`config.mk`:
```
export PLATFORM = sky130hd
export DESIGN_NAME = ex_trap_arb
export DESIGN_NICKNAME = d
export VERILOG_FILES = /design/src/rtl/ex_trap_arb.sv
export SDC_FILE = /design/constraint.sdc
export NUM_CORES = 1
export LEC_CHECK = 0
export CORE_MARGIN = 8
export CORE_UTILIZATION = 48
export CTS_CLUSTER_SIZE = 20
export DETAILED_ROUTE_END_ITERATION = 10
export GPL_ROUTABILITY_DRIVEN = 0
export PLACE_DENSITY = 0.88
export SETUP_SLACK_MARGIN = 0.4
export SYNTH_ARGS = -nofsm -noshare
export SYNTH_HDL_FRONTEND = slang
export SYNTH_SLANG_ARGS = --single-unit
```
`constraint.sdc`:
```
create_clock -name clk -period 1.9 [get_ports clk]
set_clock_uncertainty 0.1 [all_clocks]
set_input_delay 0.19 -clock clk [delete_from_list [all_inputs] [get_ports clk]]
set_output_delay 0.19 -clock clk [all_outputs]
set_load 0.01 [all_outputs]
```
`src/rtl/ex_trap_arb.sv`:
```
// ex_trap_arb: synchronizes external interrupt lines, turns rising edges into
// pending bits, and offers the lowest enabled pending line to the core through
// a valid/ready trap handshake.
//
//   state  | meaning
//   -------+-----------------------------------------------------------
//   S_IDLE | no offer; waiting for an enabled pending line
//   S_REQ  | offering trap_id_o; held stable until valid & ready
//   S_GAP  | one forced idle cycle after a handshake
module ex_trap_arb #(
    parameter int IRQ_NUM = 8,
    parameter int ID_W    = 3
) (
    input  logic               clk,
    input  logic               rst,
    input  logic [IRQ_NUM-1:0] irq_i,
    input  logic [IRQ_NUM-1:0] irq_mask_i,
    output logic               core_ex_trap_valid,
    input  logic               core_ex_trap_ready,
    output logic [ID_W-1:0]    trap_id_o,
    output logic [IRQ_NUM-1:0] pending_o,
    output logic               lost_o
);

    typedef enum logic [1:0] {
        S_IDLE = 2'd0,
        S_REQ  = 2'd1,
        S_GAP  = 2'd2
    } state_t;

    state_t             r_state;
    state_t             w_state_nxt;
    logic [IRQ_NUM-1:0] r_sync1;
    logic [IRQ_NUM-1:0] r_sync2;
    logic [IRQ_NUM-1:0] r_sync2_d;
    logic [IRQ_NUM-1:0] r_pending;
    logic               r_lost;
    logic [ID_W-1:0]    r_trap_id;

    logic [IRQ_NUM-1:0] w_edge;
    logic [IRQ_NUM-1:0] w_cand;
    logic [IRQ_NUM-1:0] w_clr;
    logic               w_hs;
    logic               w_offer;
    logic [ID_W-1:0]    w_sel_id;

    assign w_edge  = r_sync2 & ~r_sync2_d;
    assign w_cand  = r_pending & irq_mask_i;
    assign w_hs    = (r_state == S_REQ) && core_ex_trap_ready;
    assign w_offer = (r_state == S_IDLE) && (|w_cand);

    // Two-flop synchronizer plus the delayed copy used for edge detection.
    always_ff @(posedge clk) begin
        if (rst) begin
            r_sync1   <= '0;
            r_sync2   <= '0;
            r_sync2_d <= '0;
        end else begin
            r_sync1   <= irq_i;
            r_sync2   <= r_sync1;
            r_sync2_d <= r_sync2;
        end
    end

    // One-hot clear mask for the line being accepted this cycle.
    always_comb begin
        w_clr = '0;
        for (int i = 0; i < IRQ_NUM; i++) begin
            w_clr[i] = w_hs && (r_trap_id == ID_W'(i));
        end
    end

    // Lowest-index enabled pending line; descending scan so index 0 wins.
    always_comb begin
        w_sel_id = '0;
        for (int i = IRQ_NUM - 1; i >= 0; i--) begin
            if (w_cand[i]) begin
                w_sel_id = ID_W'(i);
            end
        end
    end

    // Pending bits: a new edge wins over the handshake clear of the same line;
    // an edge on a line already pending (and not being cleared) is lost.
    always_ff @(posedge clk) begin
        if (rst) begin
            r_pending <= '0;
            r_lost    <= 1'b0;
        end else begin
            r_pending <= (r_pending & ~w_clr) | w_edge;
            if (|(w_edge & r_pending & ~w_clr)) begin
                r_lost <= 1'b1;
            end
        end
    end

    // FSM state register.
    always_ff @(posedge clk) begin
        if (rst) begin
            r_state <= S_IDLE;
        end else begin
            r_state <= w_state_nxt;
        end
    end

    // FSM next-state logic; the mask is only consulted in S_IDLE so an offer
    // in flight cannot be withdrawn.
    always_comb begin
        w_state_nxt = r_state;
        case (r_state)
            S_IDLE:  if (w_offer) w_state_nxt = S_REQ;
            S_REQ:   if (w_hs)    w_state_nxt = S_GAP;
            S_GAP:   w_state_nxt = S_IDLE;
            default: w_state_nxt = S_IDLE;
        endcase
    end

    // Offered id is captured on entry to S_REQ and held until the handshake.
    always_ff @(posedge clk) begin
        if (rst) begin
            r_trap_id <= '0;
        end else if (w_offer) begin
            r_trap_id <= w_sel_id;
        end
    end

    assign core_ex_trap_valid = (r_state == S_REQ);
    assign trap_id_o          = r_trap_id;
    assign pending_o          = r_pending;
    assign lost_o             = r_lost;

endmodule

```
# == Yosys cells after proc, flatten, opt, wreduce, memory -nomap -nowiden ==
# Cells that the tools add are included.
# totals
register_bits,38
in_bits,19
# classes
n_eq_ne,10
mux,11
bitwise,8
n_reduce_logical,15
# ops
operator,count
$and A8 B8 Y8,5
$mux W3,8
$not A8 Y8,2
$reduce_or A8 Y1,2
$eq A3 B3 Y1 const B,4
$logic_and A1 B1 Y1,10
$or A8 B8 Y8,1
$eq A3 B2 Y1 const B,2
$mux W2,2
$pmux W2 S2,1
$eq A3 B1 Y1 const B,1
$logic_not A3 Y1,1
$eq A2 B1 Y1 const B,1
$logic_not A2 Y1,1
$ne A2 B1 Y1 const B,1
$ne A2 B2 Y1 const B,1
$reduce_and A2 Y1,1

# == Logic depth before layout (Yosys ltp) ==
# depth
word_depth,9
depth_mapped,4

# == Worst setup path before layout ==
# No wires, ideal clock.
# synth_path
kind,reg2reg
start,"reg r_pending[1], in the netlist pending_o[1]"
end,"reg r_trap_id[2], in the netlist trap_id_o[2]"
setup_time_ps,130
arrival_time_ps,1205
required_time_ps,1670
setup_slack_ps,464
stages_incl_launch_ff,5
path_buffers,0
synth_period_minus_slack_ps,1436
cell_sequence,dfxtp_1 > a22o_1 > o41ai_4 > and2b_1 > nor3b_1
# synth_between
elab_chain_cells,3
word_cells_on_any_way,5
# synth_rtl
item,line,source
from (decl),36,logic [IRQ_NUM-1:0] r_pending;
from (signal assigned),90,r_pending <= (r_pending & ~w_clr) | w_edge;
$and A8 B8 Y8 *,48,assign w_cand = r_pending & irq_mask_i;
$reduce_or A8 Y1 or $mux W3 (tied branches),"50, 77",
$logic_and A1 B1 Y1 or $mux W3 (tied branches),"50, 77",
to (signal assigned),123,r_trap_id <= w_sel_id;
to (decl),38,logic [ID_W-1:0] r_trap_id;
# Mark *: on every way between the ends. The rest lies on a longest branch, timed or not.
# A chain may end at the register's enable or synchronous reset.

# == Final worst setup path ==
# Ends and elaborated chain as after synthesis.

==> out/metrics.csv <==
metric,value,unit
netlist_area,1356,um^2
clockRootBuffer,clkbuf_4,
internal_power,1244,uW
rrSetupSlack,0.39,ns
required,2.04,ns
worst_ir_drop_vdd,0.8780,mV
overflow,0,
rsz0062_at_grt,true,
wl,3.121,mm
holdPathEnd,r_sync1[3],
dr.pass1.iters,4,
dr.first_iter.drc_count,54,
place_inst,191,
fp.dieH,69.16,um
port_buffers,31,
maxCapViolations,0,
cts_buffers,5,
diodes,0,
final_cells,202,
worstReg2RegStart,pending_o[1],
track_usage,12.90,%
slew_viol_final,0,
rr_worst_depth,4,
pwr-share-comb,13.7,%
yosysTopAreaCell,dfxtp_1,
clkPwrFrac,32.6,%
power_frac_seq,53.7,%
finalHoldViolations,0,
yosysWarnings,0,
vias_per_cell,5.337,
yosys-top-cells-area,"dfxtp_1 (56%), nor2b_1 (12%), nand2b_1 (4.6%)",
status,"finished, final reports clean",
core_area,2710,um^2
worstHoldStart,irq_i[3],
clkSlewWorstSetupHoldPaths,0.11,ns
tritoncts,done,
endpoint_kind,flop,
async_reset_ff_share,0,%
layout.nets,189,
design_area,1843,um^2
grt_pass1_vias,1098,
p_leak,0.0007331,uW
min_path_cells,2,
dp_hpwl,2.233,mm
grt_max_degree,15,
synth_edf_count,0,
finalPower,1639,uW
fin_crit,1.511,ns
hold_buffers,0,
start_util,50.05,%
rows,19,
grt_pass1_wl,5.078,mm
hold_class,in2reg,
synth_nets,149,
netlist_instances,130,
start_kind,flop,
reg2reg_to,trap_id_o[2],
antenna_left,0,
ios,32,
max_slew.worst_pin.slew,0.4950,ns
setup_viol,0,
period_share,79.52,%
synth-seq-area-share,56.09,%
clock_path_buffers,2,
yosys.area.top_type_share,56.09,%
ys_types,29,
setup-tns-final,0,ns
criticalPathCategory,reg2reg,
swShare,24.11,%
dieArea,4782,um^2
avgSynthCellArea,10.43,um^2
synth_ff_type,dfxtp_1,
clk_latency,0.35,ns
fmax,0.6618,GHz
crit_fanout,5,
antenna_found_initial,0,
syn_to_final_growth,35.89,%
drcViolationCount,0,
slew_headroom,66.90,%
placed_area,1713,um^2
cellPowerDensity,889.3,nW/um^2
drive_above_1_share,18.13,%
cp_data_arrival_time,1.65,ns
ys_ff_latch,38,
avgRoutedWirePerCell,15.45,um
via_count,1078,
htree_levels,2,
cts.sinks,38,
p_sw,395.1,uW
fp.dieW,69.16,um
[logic make-up (layout without fill, tap and decap cells)]
logic type | after synthesis | in the layout | share of synthesized area (%)
buf+inv | 6 | 47 | 1.660
simple gates | 52 | 52 | 23.43
flops | 38 | 38 | 56.09
compound gates | 34 | 34 | 18.82
[Yosys cell counts (2+ instances only)]
master,number
o22a_1,3
inv_1,2
dfxtp_1,38
clkbuf_1,3
nand2_1,6
nor2_1,2
o21ai_0,7
nand2b_1,10
o31ai_1,2
a22o_1,4
nor2b_1,26
a21oi_1,9
a32o_1,2
[power by group through the flow]
| stage | combinational, uW | sequential [uW] | clock, uW |
|---|---|---|---|
| after floorplan | 104 | 891 | 0 |
| after global placement | 211 | 889 | 0 |
| after detailed placement | 219 | 892 | 0 |
| after CTS | 206 | 876 | 539 |
| after global routing | 244 | 886 | 572 |
| final | 225 | 880 | 534 |
[through the flow]
stage / worst slack (ns) / hold WS, ns / utilization, %
global route: 0.3441 / 0.2664 / 68.01
detailed placement: 0.08096 / 0.3328 / 63.20
CTS: 0.3836 / 0.2719 / 65.84
floorplan: 0.4642 / 0.2182 / -
global placement: 0.1420 / 0.3162 / 63.20
finish: 0.3891 / 0.2825 / 68.01
[worst max-delay path by stage]
stage	slack, ns	endpoint	from
2_1_floorplan	0.46	trap_id_o[2]	pending_o[1]
3_3_place_gp	0.14	trap_id_o[2]	irq_mask_i[1]
3_5_place_dp	0.08	trap_id_o[2]	irq_mask_i[1]
4_1_cts	0.38	core_ex_trap_valid	r_state[0]
5_1_grt	0.34	trap_id_o[2]	pending_o[1]
6_report	0.39	trap_id_o[2]	pending_o[1]
[worst max-delay path, cell delays in order (launching register included)]
cell     delay, ns
dfxtp_4       0.38
a22o_4        0.26
o41ai_4       0.42
and2b_1       0.19
nor3b_2       0.05
[state kept, by name (all words and copies together), names as in the netlist]
signal,count
r_sync1,8
r_state,2
trap_id_o,3
r_sync2,8
lost_o,1
r_sync2_d,8
pending_o,8
[placed cells by master (no fill, tap or decap), drive strengths merged, types with 2 or more instances in the layout]
cell and n:
o22a 3, a32o 2, clkinv 2, dfxtp 38
nor2 2, a21oi 9, nand2b 10, o31ai 2
clkbuf 6, nand2 6, inv 2, a22o 4
o21ai 7, dlygate4sd2 12, clkdlybuf4s50 18, buf 6
nor2b 26
[cell type report]
type	count	area, um^2
well taps	31	38.79
clock buffers	5	37.54
clock inverters	3	40.04
fillers	230	867.1
repair buffers	37	335.3
multi-input cells	86	610.6
inverters	2	7.507
flip-flops and latches	38	773.2
[per-layer routing]
metal / GRT usage [%] / up-vias / part of all wire [%]
met5: 0 / - / 0
met4: 5.923 / 0 / 1.7
met3: 6.581 / 6 / 6.7
met2: 21.31 / 39 / 47
met1: 13.26 / 497 / 44
li1: - / 536 / -
[timing repair]
action,4_1_cts,5_1_grt
buffers inserted,0,3
setup endpoints to repair,14,4
pin swaps,1,5
gates resized for setup,20,11
Note: power is estimated with default switching activity, not from simulation.
